$ cat src/rtl/tile_swap_controller_if.sv
// Handshake/bus bundle between the tile-swap controller and its neighbours:
// cursor clicks in, display read port, selection/flash and status out.
interface tile_swap_controller_if;
    logic       click;
    logic [1:0] click_row;
    logic [1:0] click_col;
    logic [1:0] rd_row;
    logic [1:0] rd_col;
    logic [1:0] rd_tile;
    logic       sel_valid;
    logic [1:0] sel_row;
    logic [1:0] sel_col;
    logic       flash_on;
    logic       busy;
    logic       swap_done;
    logic       swap_rejected;
    logic [7:0] score;

    // Upstream cursor logic / renderer side.
    modport master (
        output click, click_row, click_col, rd_row, rd_col,
        input  rd_tile, sel_valid, sel_row, sel_col, flash_on, busy,
               swap_done, swap_rejected, score
    );

    // Controller side.
    modport slave (
        input  click, click_row, click_col, rd_row, rd_col,
        output rd_tile, sel_valid, sel_row, sel_col, flash_on, busy,
               swap_done, swap_rejected, score
    );
endinterface

$ cat src/rtl/tile_swap_controller.sv
// 3x3 tile board owner: click selection, swap, match check, clear, refill
// from an LFSR, and revert of non-matching swaps. Cells are indexed
// row-major (k = row*3 + col).
module tile_swap_controller #(
    parameter int          FLASH_DIV   = 2500000,
    parameter logic [15:0] LFSR_SEED   = 16'hACE1,
    parameter int          MAX_CASCADE = 4
) (
    input  logic clk,
    input  logic reset,
    tile_swap_controller_if.slave bus
);
    localparam int FW = (FLASH_DIV > 1) ? $clog2(FLASH_DIV) : 1;
    localparam logic [FW-1:0] FLASH_LAST = FW'(FLASH_DIV - 1);
    localparam int CW = (MAX_CASCADE > 0) ? $clog2(MAX_CASCADE + 1) : 1;
    localparam logic [CW-1:0] CASC_MAX = CW'(MAX_CASCADE);

    typedef enum logic [2:0] {
        S_IDLE, S_SEL1, S_SWAP, S_CHECK, S_UNSWAP, S_CLEAR, S_REFILL
    } state_t;

    state_t          state_q;
    logic [8:0][1:0] board_q;
    logic            sel_valid_q;
    logic [1:0]      sel_row_q, sel_col_q;
    logic [1:0]      sec_row_q, sec_col_q;
    logic            flash_q;
    logic [FW-1:0]   flash_cnt_q;
    logic            swap_done_q, swap_rej_q;
    logic [7:0]      score_q;
    logic [15:0]     lfsr_q;
    logic [CW-1:0]   casc_q;
    logic [8:0]      mask_q;
    logic [3:0]      k_q;

    function automatic logic [3:0] cell_idx(input logic [1:0] r, input logic [1:0] c);
        return {2'b00, r} * 4'd3 + {2'b00, c};
    endfunction

    logic       click_ok, same_cell, adj_cell;
    logic [3:0] ia, ib, rd_idx;
    logic [8:0] match;
    logic [3:0] pop;
    logic [8:0] score_sum;

    // A click counts only with both coordinates on the board.
    assign click_ok  = bus.click && (bus.click_row <= 2'd2) && (bus.click_col <= 2'd2);
    assign same_cell = (bus.click_row == sel_row_q) && (bus.click_col == sel_col_q);
    assign adj_cell  = ((bus.click_row == sel_row_q) &&
                        ((bus.click_col == 2'(sel_col_q + 2'd1)) || (sel_col_q == 2'(bus.click_col + 2'd1)))) ||
                       ((bus.click_col == sel_col_q) &&
                        ((bus.click_row == 2'(sel_row_q + 2'd1)) || (sel_row_q == 2'(bus.click_row + 2'd1))));

    assign ia     = cell_idx(sel_row_q, sel_col_q);
    assign ib     = cell_idx(sec_row_q, sec_col_q);
    assign rd_idx = cell_idx(bus.rd_row, bus.rd_col);

    // Match mask: mark every cell of a row or column holding one code.
    always_comb begin
        match = '0;
        for (int r = 0; r < 3; r++) begin
            if (board_q[3*r] == board_q[3*r+1] && board_q[3*r] == board_q[3*r+2])
                match = match | (9'b000000111 << (3*r));
        end
        for (int c = 0; c < 3; c++) begin
            if (board_q[c] == board_q[c+3] && board_q[c] == board_q[c+6])
                match = match | (9'b001001001 << c);
        end
    end

    // Number of cells cleared by the held mask, and the saturating score sum.
    always_comb begin
        pop = '0;
        for (int i = 0; i < 9; i++) pop = pop + 4'(mask_q[i]);
        score_sum = {1'b0, score_q} + {5'b00000, pop};
    end

    // Free-running Galois LFSR feeding refill codes.
    always_ff @(posedge clk) begin
        if (reset) lfsr_q <= LFSR_SEED;
        else       lfsr_q <= {1'b0, lfsr_q[15:1]} ^ (lfsr_q[0] ? 16'hB400 : 16'h0000);
    end

    // Main sequencer: selection, board updates, score, pulses and flash.
    always_ff @(posedge clk) begin
        if (reset) begin
            state_q     <= S_IDLE;
            board_q     <= {2'd3, 2'd2, 2'd2, 2'd0, 2'd1, 2'd1, 2'd1, 2'd0, 2'd0};
            sel_valid_q <= 1'b0;
            sel_row_q   <= '0;
            sel_col_q   <= '0;
            sec_row_q   <= '0;
            sec_col_q   <= '0;
            flash_q     <= 1'b1;
            flash_cnt_q <= '0;
            swap_done_q <= 1'b0;
            swap_rej_q  <= 1'b0;
            score_q     <= '0;
            casc_q      <= '0;
            mask_q      <= '0;
            k_q         <= '0;
        end else begin
            swap_done_q <= 1'b0;
            swap_rej_q  <= 1'b0;
            // Blink while a cell is selected; branches below that change
            // the selection override this with a fresh count.
            if (sel_valid_q) begin
                if (flash_cnt_q == FLASH_LAST) begin
                    flash_cnt_q <= '0;
                    flash_q     <= ~flash_q;
                end else begin
                    flash_cnt_q <= flash_cnt_q + 1'b1;
                end
            end
            case (state_q)
                S_IDLE: begin
                    if (click_ok) begin
                        sel_row_q   <= bus.click_row;
                        sel_col_q   <= bus.click_col;
                        sel_valid_q <= 1'b1;
                        flash_cnt_q <= '0;
                        flash_q     <= 1'b1;
                        state_q     <= S_SEL1;
                    end
                end
                S_SEL1: begin
                    if (click_ok) begin
                        if (same_cell) begin
                            sel_valid_q <= 1'b0;
                            flash_cnt_q <= '0;
                            flash_q     <= 1'b1;
                            state_q     <= S_IDLE;
                        end else if (adj_cell) begin
                            sec_row_q <= bus.click_row;
                            sec_col_q <= bus.click_col;
                            state_q   <= S_SWAP;
                        end else begin
                            sel_row_q   <= bus.click_row;
                            sel_col_q   <= bus.click_col;
                            flash_cnt_q <= '0;
                            flash_q     <= 1'b1;
                        end
                    end
                end
                S_SWAP: begin
                    board_q[ia] <= board_q[ib];
                    board_q[ib] <= board_q[ia];
                    casc_q      <= '0;
                    state_q     <= S_CHECK;
                end
                S_CHECK: begin
                    mask_q <= match;
                    if (match != 9'd0 && casc_q < CASC_MAX) begin
                        state_q <= S_CLEAR;
                    end else if (match == 9'd0 && casc_q == '0) begin
                        state_q <= S_UNSWAP;
                    end else begin
                        swap_done_q <= 1'b1;
                        sel_valid_q <= 1'b0;
                        flash_cnt_q <= '0;
                        flash_q     <= 1'b1;
                        state_q     <= S_IDLE;
                    end
                end
                S_UNSWAP: begin
                    board_q[ia] <= board_q[ib];
                    board_q[ib] <= board_q[ia];
                    swap_rej_q  <= 1'b1;
                    sel_valid_q <= 1'b0;
                    flash_cnt_q <= '0;
                    flash_q     <= 1'b1;
                    state_q     <= S_IDLE;
                end
                S_CLEAR: begin
                    score_q <= score_sum[8] ? 8'd255 : score_sum[7:0];
                    k_q     <= '0;
                    state_q <= S_REFILL;
                end
                S_REFILL: begin
                    if (mask_q[k_q]) board_q[k_q] <= lfsr_q[1:0];
                    if (k_q == 4'd8) begin
                        casc_q  <= casc_q + 1'b1;
                        state_q <= S_CHECK;
                    end else begin
                        k_q <= k_q + 4'd1;
                    end
                end
                default: state_q <= S_IDLE;
            endcase
        end
    end

    assign bus.rd_tile       = (bus.rd_row > 2'd2 || bus.rd_col > 2'd2) ? 2'd0 : board_q[rd_idx];
    assign bus.sel_valid     = sel_valid_q;
    assign bus.sel_row       = sel_row_q;
    assign bus.sel_col       = sel_col_q;
    assign bus.flash_on      = flash_q;
    assign bus.busy          = (state_q == S_SWAP) || (state_q == S_CHECK) || (state_q == S_UNSWAP) ||
                               (state_q == S_CLEAR) || (state_q == S_REFILL);
    assign bus.swap_done     = swap_done_q;
    assign bus.swap_rejected = swap_rej_q;
    assign bus.score         = score_q;
endmodule

$ cat src/flat_wrapper.sv
// flat-port wrapper written by rule: the top's interface ports become plain ports
module tile_swap_controller_flat 
#(
    parameter int          FLASH_DIV   = 2500000,
    parameter logic [15:0] LFSR_SEED   = 16'hACE1,
    parameter int          MAX_CASCADE = 4
)
  (clk, reset, bus_click, bus_click_row, bus_click_col, bus_rd_row, bus_rd_col, bus_rd_tile, bus_sel_valid, bus_sel_row, bus_sel_col, bus_flash_on, bus_busy, bus_swap_done, bus_swap_rejected, bus_score);
  tile_swap_controller_if bus_i ();
  input  logic clk;
  input  logic reset;
  input wire logic [$bits(bus_i.click)-1:0] bus_click;
  input wire logic [$bits(bus_i.click_row)-1:0] bus_click_row;
  input wire logic [$bits(bus_i.click_col)-1:0] bus_click_col;
  input wire logic [$bits(bus_i.rd_row)-1:0] bus_rd_row;
  input wire logic [$bits(bus_i.rd_col)-1:0] bus_rd_col;
  output wire logic [$bits(bus_i.rd_tile)-1:0] bus_rd_tile;
  output wire logic [$bits(bus_i.sel_valid)-1:0] bus_sel_valid;
  output wire logic [$bits(bus_i.sel_row)-1:0] bus_sel_row;
  output wire logic [$bits(bus_i.sel_col)-1:0] bus_sel_col;
  output wire logic [$bits(bus_i.flash_on)-1:0] bus_flash_on;
  output wire logic [$bits(bus_i.busy)-1:0] bus_busy;
  output wire logic [$bits(bus_i.swap_done)-1:0] bus_swap_done;
  output wire logic [$bits(bus_i.swap_rejected)-1:0] bus_swap_rejected;
  output wire logic [$bits(bus_i.score)-1:0] bus_score;
  assign bus_i.click = bus_click;
  assign bus_i.click_row = bus_click_row;
  assign bus_i.click_col = bus_click_col;
  assign bus_i.rd_row = bus_rd_row;
  assign bus_i.rd_col = bus_rd_col;
  assign bus_rd_tile = bus_i.rd_tile;
  assign bus_sel_valid = bus_i.sel_valid;
  assign bus_sel_row = bus_i.sel_row;
  assign bus_sel_col = bus_i.sel_col;
  assign bus_flash_on = bus_i.flash_on;
  assign bus_busy = bus_i.busy;
  assign bus_swap_done = bus_i.swap_done;
  assign bus_swap_rejected = bus_i.swap_rejected;
  assign bus_score = bus_i.score;
  tile_swap_controller #(.FLASH_DIV(FLASH_DIV), .LFSR_SEED(LFSR_SEED), .MAX_CASCADE(MAX_CASCADE)) u_core (.clk(clk), .reset(reset), .bus(bus_i));
endmodule
$ cat config.mk
export PLATFORM = sky130hd
export DESIGN_NAME = tile_swap_controller_flat
export DESIGN_NICKNAME = d
export VERILOG_FILES = /design/src/rtl/tile_swap_controller_if.sv /design/src/rtl/tile_swap_controller.sv /design/src/flat_wrapper.sv
export SDC_FILE = /design/constraint.sdc
export NUM_CORES = 1
export LEC_CHECK = 0
export ABC_AREA = 1
export CAP_MARGIN = 20
export CORE_ASPECT_RATIO = 1.75
export CORE_MARGIN = 2
export CORE_UTILIZATION = 45
export DETAILED_ROUTE_END_ITERATION = 10
export PLACE_DENSITY = 0.65
export RECOVER_POWER = 50
export SYNTH_ARGS = -nofsm -noshare
export SYNTH_HDL_FRONTEND = slang
export SYNTH_SLANG_ARGS = --single-unit
$ cat constraint.sdc
create_clock -name clk -period 7.6 [get_ports clk]
set_input_delay 2.28 -clock clk [delete_from_list [all_inputs] [get_ports clk]]
set_output_delay 2.28 -clock clk [all_outputs]
set_load 0.1 [all_outputs]
==> Word-level counts from Yosys, hierarchy flattened <==
Index checks and enable logic that the tools add are counted.
{ "classes": {"addsub": 19, "multipliers": 3, "n_lt_le_gt_ge": 12, "n_eq_ne": 37, "mux": 76, "bitwise_logic": 4, "reduce_logical": 42} }
{ "ops": {"columns": ["op", "count"], "rows": [
  ["22-bit 2-to-1 mux", 8],
  ["22-bit one-hot mux with 4 select lines", 1],
  ["18-bit bitwise mux", 3],
  ["2-bit == test", 18],
  ["18-bit one-hot mux with 2 select lines", 1],
  ["2-bit 2-to-1 mux", 15],
  ["4-bit by 1-bit adder with 4-bit output", 7],
  ["3-bit 2-to-1 mux", 9],
  ["2-bit binary-select mux with 4-bit select", 3],
  ["2-bit demux with 4-bit select", 3],
  ["22-bit by 1-bit adder with 22-bit output (second input constant)", 1],
  ["22-bit == test (second input constant)", 1],
  ["4-bit by 5-bit less-than comparator with 1-bit output (second input constant)", 4],
  ["18-bit 2-to-1 mux", 1],
  ["9-bit 2-to-1 mux", 2],
  ["3-bit one-hot mux with 6 select lines", 1],
  ["1-bit logical AND", 16],
  ["1-bit 2-to-1 mux", 16],
  ["16-bit 2-to-1 mux", 1],
  ["8-bit 2-to-1 mux", 2],
  ["15-bit by 16-bit bitwise XOR with 16-bit output", 1],
  ["4-bit by 2-bit adder with 4-bit output", 3],
  ["4-bit by 1-bit greater-or-equal comparator with 1-bit output (second input constant)", 3],
  ["2-bit by 2-bit multiplier with 4-bit output (second input constant)", 3],
  ["36 further kinds", 70]
]} }
{ "totals": {"regBits": 95, "inputBits": 11, "out_inout_bits": 19, "elab_cells": 217} }

==> Longest topological paths before layout <==
{ "logic_depth": {"depth_word": 13, "depth_mapped": 20} }

==> Worst setup path after synthesis <==
Ideal clock, no wire load.
{ "synth_path": {"kind": "input to output", "startpoint": "in bus_rd_col[1]", "endpoint": "out bus_rd_tile[0]", "arrival_time_ps": 5951, "required_time_ps": 5320, "setup_slack_ps": -631, "cell_stages": 8, "cell_sequence": "fa_1 > ha_1 > inv_1 > fa_1 > inv_1 > nor2_1 > nand4_1 > a21boi_0"} }
{ "synth_between": {"elab_chain_len": 4, "elab_cells_between_ends": 6, "cone_classes": "add/sub (1); order compare (1); mux (3); reduce/logical (1)"} }
{ "synth_lines": {"columns": ["item", "line_no", "rtl"], "rows": [
  ["start, declared", "flat_wrapper.sv:16", "input wire logic [$bits(bus_i.rd_col)-1:0] bus_rd_col;"],
  ["4-bit by 2-bit adder with 4-bit output", "tile_swap_controller.sv:37", "return {2'b00, r} * 4'd3 + {2'b00, c};"],
  ["2-bit binary-select mux with 4-bit select", "tile_swap_controller.sv:193", "assign bus.rd_tile = (bus.rd_row > 2'd2 || bus.rd_col > 2'd2) ? 2'd0 : board_q[rd_idx];"],
  ["2-bit 2-to-1 mux (not written as such)", "tile_swap_controller.sv:193", null],
  ["2-bit 2-to-1 mux *", "tile_swap_controller.sv:193", null],
  ["end, declared", "flat_wrapper.sv:17", "output wire logic [$bits(bus_i.rd_tile)-1:0] bus_rd_tile;"]
]} }
Every way passes the cells marked *; elsewhere a longest branch is shown, timed or not. The select of a mux whose other input is x is not followed.

==> Final worst setup path <==
{ "layout_path": {"startpoint": "in bus_rd_row[0]", "endpoint": "out bus_rd_tile[0]"} }
{ "layout_between": {"elab_chain_len": 5, "elab_cells_between_ends": 7, "cone_classes": "add/sub (1); mul (1); order compare (1); mux (3); reduce/logical (1)"} }
{ "layout_lines": {"columns": ["item", "line_no", "rtl"], "rows": [
  ["start, declared", "flat_wrapper.sv:15", "input wire logic [$bits(bus_i.rd_row)-1:0] bus_rd_row;"],
  ["2-bit by 2-bit multiplier with 4-bit output", "tile_swap_controller.sv:37", null],
  ["4-bit by 2-bit adder with 4-bit output", "tile_swap_controller.sv:37", null],
  ["2-bit binary-select mux with 4-bit select", "tile_swap_controller.sv:193", null],
  ["2-bit 2-to-1 mux (not written as such)", "tile_swap_controller.sv:193", null],
  ["2-bit 2-to-1 mux *", "tile_swap_controller.sv:193", null]
]} }
Marks and branches as above.

==> results_dict.tcl <==
set metrics [dict create \
    syn_area_mm2 0.00695 \
    clock_path_buffers 2 \
    synth_cell_types 48 \
    rsz0062_at_grt "false" \
    reg2reg_from "u_core.mask_q[0]" \
    hp-start "u_core.lfsr_q[15]" \
    routed-via-count 6611 \
    synth_nets 1103 \
    final_area_mm2 0.00765 \
    grt_start_max_net_pins 45 \
    cts_sinks 95 \
    critical_path_class "input pin to primary output" \
    worstMarginPinSlew_ns 2.04 \
    drtIter0Drc 406 \
    p_per_area_mw_per_mm2 183 \
    layout-drive-gt1-share_pct 11.1 \
    clk_pin_slew_ns 0.07 \
    layout_commonest_cell "nand2_1" \
    holdPathEnd "u_core.lfsr_q[14]" \
    synth_warnings 0 \
    avgRoutedWirePerCell_um 14.9 \
    cp-end-kind "primary output" \
    whs_path_depth 2 \
    drv_cap 1 \
    final_nets 1126 \
    netlist_instances 1053 \
    viasPerCell 5.22 \
    synth_area_leaders "dfxtp_1 (27%), nand2_1 (14%), nor2_1 (7.7%), inv_1 (7.2%), ha_1 (4.9%)" \
    finalCritPeriodShare_pct 93.4 \
    die_w_um 97.9 \
    synth_largest_area_cell "dfxtp_1" \
    drtAntennaViolNets 0 \
    track_usage_pct 23.1 \
    violations "capacitance limit, slew limit" \
    cts_tree "done" \
    insertion_delay_ns 0.35 \
    place_area_mm2 0.00738 \
    place.gp.congestion 0.960 \
    post_cts_buffers 0 \
    die_h_um 168 \
    r2r_end "u_core.bus.score[7]" \
    seqCellArea_mm2 0.00190 \
    drv_slew 45 \
    setup_viol_count_final 0 \
    min_path_type "flip-flop to flip-flop" \
    fmax_ghz 0.141 \
    cts-buffers-inserted 9 \
    peakVddDrop_mv 0.136 \
    cts_hold_buf 0 \
    num_rows 60 \
    port-buffer-count 29 \
    synthToLayoutAreaGrowth_pct 10.2 \
    cts_resized 0 \
    placed_cells 1251 \
    grt_pass1_vias 6468 \
    grt_pass1_wl_mm 30.7 \
    multi_input_area_mm2 0.00428 \
    fillers 1579 \
    r2r_slack_ns 3.41 \
    finClkSkew_ns 0.00755 \
    worstSetupStartpointType "input pin" \
    initial_core_util_pct 45.6 \
    die_area_mm2 0.0165 \
    reg2reg_depth 16 \
    relSlewSlack_pct -35.9 \
    seq_area_frac_synth_pct 27.4 \
    num_antenna_cells 0 \
    grt_overflow 0 \
    critPathMaxFanout 4 \
    min_period_ns 7.10 \
    layout_common_cells "nand2_1 (261), nor2_1 (142), inv_1 (133)" \
    core_mm2 0.0152 \
    wl_mm 18.8 \
    drc_errors 0 \
    clockRootBuffer "clkbuf_16" \
    dpl.hpwl_mm 14.6 \
    firstDrtPassIters 5 \
    io_pins 30 \
    layoutNonFillerInstCount 1267 \
    setup_tns_ns 0 \
    cp.required_ns 5.32 \
    finalHoldViolations 0 \
    ys_ff_latch 95 \
    synth.top_cell.area_share_pct 27.4 \
    crit_arrival_ns 4.82 \
    antenna_found_initial 0 \
    syn_area_per_cell_um2 6.60 \
    p_leak_nw 3.43 \
    status "finished with violations" \
    htreeDepth 3 \
    fin_util_pct 50.2 \
]
==> worst max-delay path by stage <==
stage / start / end / slack, ns
after floorplan: bus_rd_col[1] / bus_rd_tile[0] / 0.10
after global placement: bus_rd_col[1] / bus_rd_tile[0] / 0.54
after detailed placement: bus_rd_row[0] / bus_rd_tile[0] / 0.49
after CTS: bus_rd_row[0] / bus_rd_tile[0] / 0.48
after global routing: bus_rd_row[0] / bus_rd_tile[0] / 0.38
final: bus_rd_row[0] / bus_rd_tile[0] / 0.50
==> power breakdown <==
| part | internal, mW | switching (mW) | total, mW |
|---|---|---|---|
| combinational | 0.118 | 0.301 | 0.419 |
| clock | 0.234 | 0.211 | 0.445 |
| sequential | 0.514 | 0.0220 | 0.537 |
| total | 0.866 | 0.534 | 1.40 |
==> metal layers <==
metal / wire length (um) / part of all wire [%] / track usage (%) / up-vias
met2: 10000 / 53 / 44.1 / 173
li1: - / - / - / 3363
met4: 1060 / 5.6 / 13.6 / 0
met5: 0 / 0 / 0 / -
met3: 587 / 3.1 / 2.70 / 68
met1: 7150 / 38 / 23.5 / 3007
==> flip-flops by register name (all words and copies together) (netlist names), 3 cells and up <==
name	flops
u_core.bus.score	8
u_core.k_q	4
u_core.flash_cnt_q	22
u_core.state_q	3
u_core.lfsr_q	16
u_core.mask_q	9
u_core.casc_q	3
u_core.board_q	18
==> cells in the mapped netlist, drive strengths merged <==
master / instances
nand2: 273
nor2: 179
inv: 167
dfxtp: 95
nand3: 71
a21oi: 60
o21ai: 44
ha: 27
xor2: 22
nand4: 21
nor3: 14
o211ai: 14
fa: 12
buf: 10
xnor2: 10
clkbuf: 9
or2: 5
a31oi: 3
nor4: 3
clkinv: 2
nand3b: 2
o21bai: 2
a211oi: 1
a21boi: 1
a31o: 1
and2: 1
and3: 1
o221ai: 1
o22ai: 1
o31ai: 1
==> critical path: stages <==
cell	delay, ns
clkdlybuf4s50_1	0.48
fa_1	0.54
ha_1	0.14
inv_1	0.04
fa_1	0.55
inv_1	0.08
nor2_1	0.12
nand4_1	0.10
a21boi_1	0.27
buf_12	0.21
==> area by class of cell <==
class,instances,area share [%]
tap,186,3.04
clock buffer,11,3.17
timing repair buffer,31,4.15
clock inverter,5,0.523
inverter,169,8.32
multi-input combinational,770,55.9
sequential,95,24.9
==> metrics by stage <==
step / hold WS [ns] / power, mW / worst slack (ns)
3_5_place_dp: 0.395 / 0.962 / 0.488
5_1_grt: 0.419 / 1.47 / 0.379
2_1_floorplan: 0.388 / 0.858 / 0.105
6_report: 0.404 / 1.40 / 0.505
3_3_place_gp: 0.389 / 0.960 / 0.539
4_1_cts: 0.405 / 1.41 / 0.482
==> cell families (layout without fill, tap and decap cells) <==
group                    count (synthesis)  after routing  share of synthesized area, %
XOR/XNOR                                32             32                          4.04
AO/OA/AOI/OAI                          129            129                          10.6
buffers and inverters                  188            216                          11.0
flip-flops                              95             95                          27.4
AND/OR/NAND/NOR                        570            570                          38.7
adder cells (fa/ha/maj)                 39             39                          8.32
No activity file was read; power rests on OpenSTA's default activity.
